`src/rtl/spi_slave_pkg.sv`:
```
// Shared constants and types for the SPI mode-0 slave receiver.
package spi_slave_pkg;

  localparam int SPI_DATA_W = 8;
  localparam int SPI_CNT_W  = $clog2(SPI_DATA_W);

  localparam logic       SPI_CPOL = 1'b0;
  localparam logic       SPI_CPHA = 1'b0;
  localparam logic [1:0] SPI_MODE = {SPI_CPOL, SPI_CPHA};

  typedef enum logic [1:0] {
    ST_DISARMED = 2'd0,
    ST_IDLE     = 2'd1,
    ST_BUSY     = 2'd2
  } spi_state_e;

endpackage

```
`src/rtl/spi_rx_fifo.sv`:
```
// Synchronous byte FIFO; push is accepted when full only if a pop happens in the same cycle.
module spi_rx_fifo
  import spi_slave_pkg::*;
#(
  parameter int FIFO_DEPTH = 4
) (
  input  logic                        clk,
  input  logic                        rst,
  input  logic                        push,
  input  logic [SPI_DATA_W-1:0]       push_data,
  input  logic                        pop,
  output logic [SPI_DATA_W-1:0]       pop_data,
  output logic                        full,
  output logic                        empty,
  output logic [$clog2(FIFO_DEPTH):0] count
);

  localparam int AW = $clog2(FIFO_DEPTH);
  localparam int CW = AW + 1;

  logic [SPI_DATA_W-1:0] mem_r [FIFO_DEPTH];
  logic [AW-1:0]         wr_ptr_r;
  logic [AW-1:0]         rd_ptr_r;
  logic [CW-1:0]         count_r;
  logic                  full_s;
  logic                  empty_s;
  logic                  do_push_s;
  logic                  do_pop_s;

  assign full_s    = (count_r == CW'(FIFO_DEPTH));
  assign empty_s   = (count_r == {CW{1'b0}});
  assign do_pop_s  = pop & ~empty_s;
  assign do_push_s = push & (~full_s | do_pop_s);

  // Storage, pointers and occupancy
  always_ff @(posedge clk) begin
    if (rst) begin
      wr_ptr_r <= {AW{1'b0}};
      rd_ptr_r <= {AW{1'b0}};
      count_r  <= {CW{1'b0}};
      for (int i = 0; i < FIFO_DEPTH; i++) begin
        mem_r[i] <= {SPI_DATA_W{1'b0}};
      end
    end else begin
      if (do_push_s) begin
        mem_r[wr_ptr_r] <= push_data;
        wr_ptr_r        <= wr_ptr_r + AW'(1);
      end
      if (do_pop_s) begin
        rd_ptr_r <= rd_ptr_r + AW'(1);
      end
      case ({do_push_s, do_pop_s})
        2'b10:   count_r <= count_r + CW'(1);
        2'b01:   count_r <= count_r - CW'(1);
        default: count_r <= count_r;
      endcase
    end
  end

  assign pop_data = mem_r[rd_ptr_r];
  assign full     = full_s;
  assign empty    = empty_s;
  assign count    = count_r;

endmodule

```
`src/rtl/spi_slave_receiver.sv`:
```
// SPI mode-0 slave: oversampled deserializer feeding a byte FIFO with a valid/ready output.
// Optional MISO echo of the previously completed byte when SPI_SLAVE_MISO_EN is defined.
module spi_slave_receiver
  import spi_slave_pkg::*;
#(
  parameter int FIFO_DEPTH  = 4,
  parameter int SYNC_STAGES = 2
) (
  input  logic                        clk,
  input  logic                        rst,
  input  logic                        sclk,
  input  logic                        mosi,
  input  logic                        cs,
  output logic                        miso,
  output logic [SPI_DATA_W-1:0]       rx_data,
  output logic                        rx_valid,
  input  logic                        rx_ready,
  output logic [$clog2(FIFO_DEPTH):0] fifo_count,
  output logic                        overflow,
  output logic                        frame_err,
  output logic                        busy
);

  logic [SYNC_STAGES-1:0] sclk_sync_r;
  logic [SYNC_STAGES-1:0] mosi_sync_r;
  logic [SYNC_STAGES-1:0] cs_sync_r;
  logic                   sclk_prev_r;
  logic                   cs_prev_r;
  logic                   sclk_s;
  logic                   mosi_s;
  logic                   cs_s;
  logic                   sclk_rise_s;
  logic                   cs_rise_s;
  logic                   cs_fall_s;

  spi_state_e             state_r;
  spi_state_e             state_nxt_s;
  logic                   busy_s;
  logic                   start_s;
  logic                   end_s;
  logic                   bit_en_s;
  logic                   byte_done_s;
  logic                   frame_err_s;
  logic [SPI_CNT_W-1:0]   bit_cnt_r;
  logic [SPI_DATA_W-2:0]  shift_r;
  logic [SPI_DATA_W-1:0]  done_byte_s;
  logic                   push_r;
  logic [SPI_DATA_W-1:0]  push_data_r;
  logic                   frame_err_r;
  logic                   overflow_r;
  logic                   fifo_full_s;
  logic                   fifo_empty_s;

  // Input synchronizers plus one history register for edge detection
  always_ff @(posedge clk) begin
    if (rst) begin
      sclk_sync_r <= {SYNC_STAGES{1'b0}};
      mosi_sync_r <= {SYNC_STAGES{1'b0}};
      cs_sync_r   <= {SYNC_STAGES{1'b0}};
      sclk_prev_r <= 1'b0;
      cs_prev_r   <= 1'b0;
    end else begin
      sclk_sync_r <= {sclk_sync_r[SYNC_STAGES-2:0], sclk};
      mosi_sync_r <= {mosi_sync_r[SYNC_STAGES-2:0], mosi};
      cs_sync_r   <= {cs_sync_r[SYNC_STAGES-2:0], cs};
      sclk_prev_r <= sclk_s;
      cs_prev_r   <= cs_s;
    end
  end

  assign sclk_s      = sclk_sync_r[SYNC_STAGES-1];
  assign mosi_s      = mosi_sync_r[SYNC_STAGES-1];
  assign cs_s        = cs_sync_r[SYNC_STAGES-1];
  assign sclk_rise_s = sclk_s & ~sclk_prev_r;
  assign cs_rise_s   = cs_s & ~cs_prev_r;
  assign cs_fall_s   = ~cs_s & cs_prev_r;

  // Frame state register
  always_ff @(posedge clk) begin
    if (rst) begin
      state_r <= ST_DISARMED;
    end else begin
      state_r <= state_nxt_s;
    end
  end

  // Next state: arm only after cs is seen high so a mid-frame join is impossible
  always_comb begin
    state_nxt_s = state_r;
    case (state_r)
      ST_DISARMED: begin
        if (cs_s) state_nxt_s = ST_IDLE;
        else      state_nxt_s = ST_DISARMED;
      end
      ST_IDLE: begin
        if (cs_fall_s) state_nxt_s = ST_BUSY;
        else           state_nxt_s = ST_IDLE;
      end
      ST_BUSY: begin
        if (cs_rise_s) state_nxt_s = ST_IDLE;
        else           state_nxt_s = ST_BUSY;
      end
      default: state_nxt_s = ST_DISARMED;
    endcase
  end

  assign busy_s      = (state_r == ST_BUSY);
  assign start_s     = (state_r == ST_IDLE) & cs_fall_s;
  assign end_s       = busy_s & cs_rise_s;
  assign bit_en_s    = busy_s & sclk_rise_s;
  assign byte_done_s = bit_en_s & (bit_cnt_r == {SPI_CNT_W{1'b1}});
  assign done_byte_s = {shift_r, mosi_s};
  // A bit landing in the same cycle as cs rise still leaves a partial byte unless it is the 8th
  assign frame_err_s = end_s & ~byte_done_s & ((bit_cnt_r != {SPI_CNT_W{1'b0}}) | bit_en_s);

  // Deserializer, registered FIFO push and frame error pulse
  always_ff @(posedge clk) begin
    if (rst) begin
      bit_cnt_r   <= {SPI_CNT_W{1'b0}};
      shift_r     <= {(SPI_DATA_W-1){1'b0}};
      push_r      <= 1'b0;
      push_data_r <= {SPI_DATA_W{1'b0}};
      frame_err_r <= 1'b0;
    end else begin
      push_r      <= byte_done_s;
      push_data_r <= done_byte_s;
      frame_err_r <= frame_err_s;
      if (start_s | end_s) begin
        bit_cnt_r <= {SPI_CNT_W{1'b0}};
      end else if (bit_en_s) begin
        bit_cnt_r <= bit_cnt_r + SPI_CNT_W'(1);
      end
      if (start_s) begin
        shift_r <= {(SPI_DATA_W-1){1'b0}};
      end else if (bit_en_s) begin
        shift_r <= {shift_r[SPI_DATA_W-3:0], mosi_s};
      end
    end
  end

  // Sticky overflow: a push arrived while full and no pop freed a slot
  always_ff @(posedge clk) begin
    if (rst) begin
      overflow_r <= 1'b0;
    end else if (push_r & fifo_full_s & ~(rx_ready & ~fifo_empty_s)) begin
      overflow_r <= 1'b1;
    end
  end

  spi_rx_fifo #(
    .FIFO_DEPTH (FIFO_DEPTH)
  ) u_fifo (
    .clk       (clk),
    .rst       (rst),
    .push      (push_r),
    .push_data (push_data_r),
    .pop       (rx_ready),
    .pop_data  (rx_data),
    .full      (fifo_full_s),
    .empty     (fifo_empty_s),
    .count     (fifo_count)
  );

`ifdef SPI_SLAVE_MISO_EN
  logic                  sclk_fall_s;
  logic [SPI_DATA_W-1:0] last_byte_r;
  logic [SPI_DATA_W-1:0] tx_r;

  assign sclk_fall_s = ~sclk_s & sclk_prev_r;

  // Echo register: reload on frame start or byte completion, shift on sclk fall
  always_ff @(posedge clk) begin
    if (rst) begin
      last_byte_r <= {SPI_DATA_W{1'b0}};
      tx_r        <= {SPI_DATA_W{1'b0}};
    end else if (byte_done_s) begin
      last_byte_r <= done_byte_s;
      tx_r        <= done_byte_s;
    end else if (start_s) begin
      tx_r <= last_byte_r;
    end else if (busy_s & sclk_fall_s) begin
      tx_r <= {tx_r[SPI_DATA_W-2:0], 1'b0};
    end
  end

  assign miso = busy_s & tx_r[SPI_DATA_W-1];
`else
  assign miso = 1'b0;
`endif

  assign rx_valid  = ~fifo_empty_s;
  assign overflow  = overflow_r;
  assign frame_err = frame_err_r;
  assign busy      = busy_s;

endmodule

```
`config.mk`:
```
export PLATFORM = sky130hd
export DESIGN_NAME = spi_slave_receiver
export DESIGN_NICKNAME = d
export VERILOG_FILES = /design/src/rtl/spi_slave_pkg.sv /design/src/rtl/spi_rx_fifo.sv /design/src/rtl/spi_slave_receiver.sv
export SDC_FILE = /design/constraint.sdc
export NUM_CORES = 1
export LEC_CHECK = 0
export BUFFER_PORTS_ARGS = -buffer_cell sky130_fd_sc_hd__buf_4
export CAP_MARGIN = 20
export CORE_MARGIN = 1.5
export CORE_UTILIZATION = 48
export DETAILED_ROUTE_END_ITERATION = 8
export GPL_TIMING_DRIVEN = 0
export PLACE_DENSITY = 0.64
export REMOVE_ABC_BUFFERS = 1
export SETUP_SLACK_MARGIN = 0.2
export SYNTH_ARGS = -nofsm -noshare
export SYNTH_HDL_FRONTEND = slang
export SYNTH_SLANG_ARGS = --single-unit
```
`constraint.sdc`:
```
create_clock -name clk -period 6.8 [get_ports clk]
set_input_delay 0.68 -clock clk [delete_from_list [all_inputs] [get_ports clk]]
set_output_delay 0.68 -clock clk [all_outputs]
set_load 0.05 [all_outputs]
```
==> results.cfg, run 1 <==
[grt]
grt_pass1_vias = 1644
track_usage_pct = 17.0
grt_pass1_wl_um = 8020
grt-ovfl-total = 0
antenna_found_initial = 0
grt_max_degree = 38

[power]
intPower_mw = 0.641
comb_power_share_pct = 4.0
power_frac_seq_pct = 56.9
finalPower_mw = 0.819
p_sw_share_pct = 21.8
irDropWorstVdd_mv = 0.142
power.leakage_nw = 1.18
pwr-share-clk_pct = 39.1
power.switching_mw = 0.178
p_per_area_nw_per_um2 = 249

[floorplan]
fp.dieW_um = 80.5
initial_core_util_pct = 49.3
coreArea_um2 = 5850
num_io_pins = 22
rows = 28
dieArea_um2 = 6490
fp.dieH_um = 80.5

[final_layout]
num-fill-cells = 502
fin_nets = 270
layout_common_cells = dfxtp_1, and2_1, edfxtp_1, nand2_1, buf_4
final_common_cell = dfxtp_1
drive_gt1_share_pct = 18.6
area_growth_pct = 13.8
stdcell_area_um2 = 3280
antenna_cells = 0

[routing]
vias = 1701
drt_iter0_markers = 102
via_per_inst = 5.02
ant_nets = 0
wl_per_cell_um = 13.8
drc = 0
drt_wl_total_um = 4670
first_pass_iters = 4

[yosys]
synthXorXnorAreaFrac_pct = 1.21
synth-adder-area-share_pct = 2.43
syn_area_um2 = 2890
synth.area.top_cells = edfxtp_1, dfxtp_1, and2_1
syn_inst = 236
syn-mean-instance-area_um2 = 12.2
synth-compound-area-share_pct = 5.24
ys_warn_count = 0
synth-simple-area-share_pct = 20.8
synthMuxAreaShare_pct = 6.63
yosysUniqueCellTypes = 37
synthDominantCellAreaShare_pct = 33.3
synth_top_family_by_area = simple AND/OR/NAND/NOR gates
synth.ff_latch_count = 72
yosys.area.top_type = edfxtp_1
ys_seq_area_share_pct = 61.0

[cts]
cts_hold_buf = 0
clock_path_buffers = 2
post_cts_resize_count = 0
root_buffer = clkbuf_8
cts_tree = built
postCtsSetupBuffers = 0
cts_sinks = 72
cts_buffers = 9
clkLatencyLatePin_ns = 0.34
htree_levels = 3
clk_transition_reported_paths_ns = 0.07

[timing]
fin_setup_tns_ns = 0
period_minus_slack_ns = 2.46
setup_viol = 0
setup_slack_ns = 4.34
max_freq_mhz = 406
max-slew-margin-rel_pct = 42.2
maxSlewViolCount = 0
finalHoldViolCount = 0
fin_crit_sh_pct = 36.2
grt_setup_unrepaired = no
worst_pin_slew_ns = 0.865
final.setup_skew_ns = 0.00995

[job]
drv_cap = 0

[worst_setup_path]
cp.required_ns = 7.07
cp-end-kind = flop
critPathKind = reg -> reg
cp.arrival_ns = 2.73
startpoint_type = flop
critPathMaxFanout = 8

[placement]
placed_area_um2 = 3100
place_ws_ns = 4.00
hpwl_um = 3130
gp_congestion = 0.723
portBuffers = 20

[outcome]
status = complete, no violations

[worst_hold_path]
hold_class = reg -> reg
[through the flow]
| step | std cells | hold slack, ns | util [%] |
|---|---|---|---|
| 2_1_floorplan | 227 | 0.414 | - |
| 3_3_place_gp | 322 | 0.420 | 52.8 |
| 3_5_place_dp | 323 | 0.424 | 52.9 |
| 4_1_cts | 339 | 0.446 | 56.1 |
| 5_1_grt | 339 | 0.456 | 56.1 |
| 6_report | 339 | 0.437 | 56.1 |
[Yosys cell counts (all sizes together)]
| master | count |
|---|---|
| nor2 | 12 |
| o21ai | 4 |
| nor4 | 1 |
| nand2b | 1 |
| mux4 | 8 |
| a31o | 2 |
| o31a | 1 |
| nor3b | 3 |
| and2 | 32 |
| a21oi | 16 |
| buf | 3 |
| and4bb | 2 |
| edfxtp | 32 |
| inv | 9 |
| or4bb | 2 |
| o311ai | 1 |
| and3 | 1 |
| a2111oi | 1 |
| conb | 1 |
| nor2b | 17 |
| clkbuf | 6 |
| ha | 4 |
| nand2 | 23 |
| or3 | 3 |
| mux2 | 1 |
| xnor2 | 1 |
| a21o | 1 |
| fa | 1 |
| nor4b | 2 |
| nand3 | 1 |
| dfxtp | 40 |
| xor2 | 3 |
| nand4bb | 1 |
[worst paths after layout]
path	startpoint	to	slack, ns	cells after the start
worst max-delay path	u_fifo.count[0]	u_fifo.count[2]	4.34	9
worst min-delay path	mosi_sync_r[0]	mosi_sync_r[1]	0.44	1
worst max register to register	u_fifo.count[0]	u_fifo.count[2]	4.34	9
worst min register to register	mosi_sync_r[0]	mosi_sync_r[1]	0.44	1
[layer usage]
layer	wire [um]	vias up	global-route usage, %
li1	-	859	-
met1	2120	802	20.3
met2	2290	33	28.2
met3	185	7	5.45
met4	74	0	7.24
met5	0	-	0
[final cells by class]
type                    instances  area (um^2)  area share (%)
multi-input cells             146         1050            32.0
clock inverters                 6         60.1            1.83
clock buffers                  10          128            3.89
repair buffers                 21          155            4.72
flip-flops and latches         72         1760            53.6
well taps                      75         93.8            2.86
inverters                       9         33.8            1.03
[cell families (layout without fill, tap and decap cells)]
kind of cell | after synthesis | count (layout)
and+or+nand+nor | 101 | 101
DFF | 72 | 72
AOI/OAI and AO/OA | 26 | 26
buffers and inverters | 18 | 46
muxes | 9 | 9
adders and majority gates | 5 | 5
xor gates and xnor gates | 4 | 4
other | 1 | 1
[power groups by stage]
stage / clock [mW] / sequential, mW / combinational (mW)
floorplan: 0 / 0.475 / 0.0212
global placement: 0 / 0.476 / 0.0330
detailed placement: 0 / 0.477 / 0.0333
CTS: 0.328 / 0.467 / 0.0334
global route: 0.347 / 0.468 / 0.0354
finish: 0.320 / 0.467 / 0.0326
[critical path, stage by stage, from the launching register on]
cell,delay [ns]
dfxtp_1,0.39
nor4b_4,0.50
nor2b_1,0.19
inv_1,0.09
ha_1,0.19
inv_1,0.06
fa_1,0.38
xor2_1,0.16
or3_1,0.30
a21oi_1,0.14
[registers in the layout, summed over array words and instances, names as in the netlist, named ones only]
name             cells
frame_err            1
cs_sync_r            2
cs_prev_r            1
u_fifo.count         3
sclk_prev_r          1
u_fifo.rd_ptr_r      2
state_r              2
shift_r              7
u_fifo.wr_ptr_r      2
mosi_sync_r          2
push_r               1
push_data_r          8
overflow             1
sclk_sync_r          2
bit_cnt_r            3
u_fifo.mem_r        32
Note: power is estimated with default switching activity, not from simulation.
==> run 2: changes to the inputs <==
==> constraint.sdc (replaced) <==
create_clock -name clk -period 2.5 [get_ports clk]
set_input_delay 0.25 -clock clk [delete_from_list [all_inputs] [get_ports clk]]
set_output_delay 0.25 -clock clk [all_outputs]
set_load 0.05 [all_outputs]
==> results.cfg, run 2 (same netlist as run 1, synthesis figures left out) <==
[routing]
first_pass_iters = 4
wl_per_cell_um = 14.0
vias = 1734
drt_wl_total_um = 4760
drt_iter0_markers = 73
ant_nets = 0
met1_length_um = 2120
top_layer_used = met4
drc = 0
dr_wl_met2_um = 2360
via_per_inst = 5.09
met3_length_um = 194

[worst_setup_path]
cp.required_ns = 2.77
cp-end-kind = flop
cp.arrival_ns = 2.43
startpoint_type = flop
critPathMaxFanout = 7
critPathKind = reg -> reg

[cts]
cts_tree = built
cts_buffers = 9
clk_transition_reported_paths_ns = 0.07
clkLatencyLatePin_ns = 0.34
root_buffer = clkbuf_8
cts_sinks = 72
clock_path_buffers = 2
htree_levels = 3
cts_hold_buf = 0

[timing]
setup_viol = 0
worst_pin_slew_ns = 0.887
finalHoldViolCount = 0
period_minus_slack_ns = 2.16
maxSlewViolCount = 0
max-slew-margin-rel_pct = 40.7
final.setup_skew_ns = 0.00942
max_freq_mhz = 464
fin_crit_sh_pct = 86.3
setup_slack_ns = 0.343
grt_setup_unrepaired = no

[final_layout]
stdcell_area_um2 = 3310
antenna_cells = 0
top_register = u_fifo.mem_r
final_common_cell = dfxtp_1
fin_nets = 272
drive_gt1_share_pct = 21.1
num-fill-cells = 501
layout_common_cells = dfxtp_1, and2_1, edfxtp_1, nand2_1, buf_4
multi_input_area_um2 = 1060
area_growth_pct = 14.7
seq_area_um2 = 1770
largestRegisters = u_fifo.mem_r: 32 flops, push_data_r: 8 flops, shift_r: 7 flops
largest_register_ffs = 32

[grt]
grt_pass1_vias = 1654
antenna_found_initial = 0
grt_pass1_wl_um = 8030
grt_max_degree = 38
track_usage_pct = 17.0
grt-ovfl-total = 0

[power]
p_per_area_nw_per_um2 = 673
finalPower_mw = 2.23
irDropWorstVdd_mv = 0.381
power.leakage_nw = 1.19

[outcome]
status = complete, no violations

[placement]
portBuffers = 20
placed_area_um2 = 3100
hpwl_um = 3130
place_ws_ns = 0.0396
gp_congestion = 0.723

[floorplan]
coreArea_um2 = 5850
num_io_pins = 22
initial_core_util_pct = 49.3
rows = 28
dieArea_um2 = 6490
fp.dieW_um = 80.5
fp.dieH_um = 80.5

[worst_hold_path]
hold_class = in -> reg

[job]
drv_cap = 0
[run 2: through the flow]
step	hold slack, ns	setup TNS [ns]	utilization [%]	cells
floorplan	0.317	-0.0540	-	227
global placement	0.420	0	52.8	322
detailed placement	0.424	0	52.9	323
CTS	0.109	0	56.3	340
global route	0.110	0	56.6	341
finish	0.124	0	56.6	341
[run 2: path summary, 6_finish.rpt]
| check | start | to | slack (ns) | cells past startpoint |
|---|---|---|---|---|
| worst max-delay path | u_fifo.count[1] | u_fifo.count[2] | 0.34 | 9 |
| worst min-delay path | mosi | mosi_sync_r[0] | 0.12 | 2 |
| worst max register to register | u_fifo.count[1] | u_fifo.count[2] | 0.34 | 9 |
| worst min register to register | mosi_sync_r[0] | mosi_sync_r[1] | 0.44 | 1 |
[run 2: worst max-delay path, stage by stage, from the launching register on]
cell     delay [ns]
dfxtp_4        0.37
nor4b_4        0.30
nor2b_2        0.09
inv_1          0.06
ha_1           0.18
inv_1          0.07
fa_1           0.40
xor2_1         0.16
or3_1          0.32
a21oi_2        0.13
[run 2: area by class of cell]
| class | instances | area share [%] |
|---|---|---|
| Clock buffer | 10 | 3.85 |
| Clock inverter | 6 | 1.81 |
| Inverter | 9 | 1.02 |
| Multi-Input combinational cell | 146 | 32.0 |
| Sequential cell | 72 | 53.4 |
| Tap cell | 75 | 2.83 |
| Timing Repair Buffer | 23 | 5.14 |
[run 2: what timing repair did]
action                     4_1_cts  5_1_grt
setup endpoints to repair        1        1
gates resized for setup          0        6
setup buffers                    1        1
hold endpoints to repair         0        0
pin swaps                        1        1
[run 2: report_power, final]
part | internal [mW] | switching (mW) | total [mW]
Sequential | 1.26 | 0.0111 | 1.27
Clock | 0.456 | 0.415 | 0.870
Combinational | 0.0299 | 0.0593 | 0.0892
Total | 1.74 | 0.485 | 2.23
[run 2: per-layer routing]
layer  global-route usage, %  vias up
li1                        -      866
met1                    20.2      824
met2                    28.3       37
met3                    5.45        7
met4                    7.24        0
met5                       0        -
==> run 3: changes to the inputs <==
==> constraint.sdc (replaced) <==
create_clock -name clk -period 2.2 [get_ports clk]
set_input_delay 0.22 -clock clk [delete_from_list [all_inputs] [get_ports clk]]
set_output_delay 0.22 -clock clk [all_outputs]
set_load 0.05 [all_outputs]
==> results.cfg, run 3 (same netlist as run 1, synthesis figures left out) <==
[floorplan]
initial_core_util_pct = 49.3
fp.dieH_um = 80.5
dieArea_um2 = 6490
rows = 28
num_io_pins = 22
fp.dieW_um = 80.5
coreArea_um2 = 5850

[cts]
clock_path_buffers = 2
cts_hold_buf = 0
cts_sinks = 72
clk_transition_reported_paths_ns = 0.07
cts_tree = built
clkLatencyLatePin_ns = 0.34
htree_levels = 3
root_buffer = clkbuf_8
cts_buffers = 9

[power]
irDropWorstVdd_mv = 0.435
power.leakage_nw = 1.20
p_per_area_nw_per_um2 = 758

[grt]
antenna_found_initial = 0
grt_pass1_wl_um = 8110
grt_pass1_vias = 1667
grt_max_degree = 38
grt-ovfl-total = 0
track_usage_pct = 17.2

[timing]
grt_setup_unrepaired = yes
fin_crit_sh_pct = 92.2
max-slew-margin-rel_pct = 41.5
finalHoldViolCount = 0
setup_viol = 0
final.setup_skew_ns = 0.00963
worst_pin_slew_ns = 0.876
period_minus_slack_ns = 2.03
maxSlewViolCount = 0
hold_ws_ns = 0.0932
max_freq_mhz = 493

[final_layout]
final_core_util_pct = 57.0
largestRegisters = u_fifo.mem_r: 32 flops, push_data_r: 8 flops, shift_r: 7 flops
stdcell_area_um2 = 3340
top_register = u_fifo.mem_r
final_common_cell = dfxtp_1
layout_common_cells = dfxtp_1, and2_1, edfxtp_1, buf_4, nand2_1
fin_nets = 274
antenna_cells = 0
drive_gt1_share_pct = 23.1
area_growth_pct = 15.6
largest_register_ffs = 32

[outcome]
status = complete, no violations

[routing]
ant_nets = 0
vias = 1718
via_per_inst = 5.01
drt_wl_total_um = 4780
drt_iter0_markers = 71
wl_per_cell_um = 13.9
first_pass_iters = 4
drc = 0

[placement]
hpwl_um = 3130
gp_congestion = 0.723
placed_area_um2 = 3100
portBuffers = 20

[worst_setup_path]
cp.arrival_ns = 2.30
startpoint_type = flop
cp.required_ns = 2.47
cp-end-kind = flop
critPathKind = reg -> reg
crit_chain = nor4b_4 > nor2b_2 > inv_1 > ha_2 > inv_1 > fa_2 > xor2_1 > or3_1 > a21oi_2
crit_top_cell = inv_1
cpPeakStageDelay_ns = 0.35
critPathMaxFanout = 2
worst-path-buf-inv = 2
crit_family = simple AND/OR/NAND/NOR gates
cp_slowest_cell = dfxtp_4

[worst_hold_path]
hold_class = in -> reg

[job]
drv_cap = 0
## run 3: cell types whose count changed in the layout (fill, tap and decap cells not counted), sizes merged
cell  delta
buf      +2
## run 3: worst register-to-register path, stage by stage (launching register included)
cell and delay [ns]:
dfxtp_4 0.35, nor4b_4 0.31, nor2b_2 0.07, inv_1 0.06
ha_2 0.18, inv_1 0.05, fa_2 0.33, xor2_1 0.15
or3_1 0.32, a21oi_2 0.13
## run 3: metal layers
metal / share of wire (%) / vias to the layer above / global-route usage (%)
met3: 3.9 / 7 / 5.45
li1: - / 872 / -
met4: 1.7 / 0 / 7.24
met5: 0 / - / 0
met2: 49 / 34 / 28.6
met1: 45 / 805 / 20.6
## run 3: report_power, final
group | leakage [nW] | total, mW | internal [mW] | switching, mW
logic | 0.481 | 0.101 | 0.0340 | 0.0673
clock network | 0.0937 | 0.989 | 0.518 | 0.471
registers | 0.630 | 1.44 | 1.43 | 0.0125
total | 1.20 | 2.53 | 1.98 | 0.551
## run 3: stage by stage
| stage | cells | setup TNS, ns | setup WS [ns] | power (mW) |
|---|---|---|---|---|
| floorplan | 227 | -0.472 | -0.354 | 1.53 |
| global placement | 322 | -0.227 | -0.221 | 1.57 |
| detailed placement | 323 | -0.318 | -0.260 | 1.58 |
| CTS | 342 | 0 | 0.181 | 2.56 |
| finish | 343 | 0 | 0.171 | 2.53 |
| global route | 343 | 0 | 0.0306 | 2.62 |
## run 3: final cells by class
type                       count  area, um^2
clock buffer                  10         128
clock inverter                 6        60.1
fill                         496        2510
inverter                       9        33.8
multi-input combinational    146        1070
sequential                    72        1770
tap                           75        93.8
timing repair buffer          25         185
## run 3: final timing paths
path / to / start / slack (ns) / cells past startpoint
setup reg to reg: u_fifo.count[2] / u_fifo.count[1] / 0.17 / 9
hold / removal: mosi_sync_r[0] / mosi / 0.09 / 2
hold reg to reg: mosi_sync_r[1] / mosi_sync_r[0] / 0.44 / 1
setup / recovery: u_fifo.count[2] / u_fifo.count[1] / 0.17 / 9
## run 3: timing repair
item | CTS | global route
resized for setup | 8 | 2
setup endpoints to repair | 10 | 2
buffers inserted | 3 | 1
pin swaps | 1 | 1
gates cloned | 0 | 0
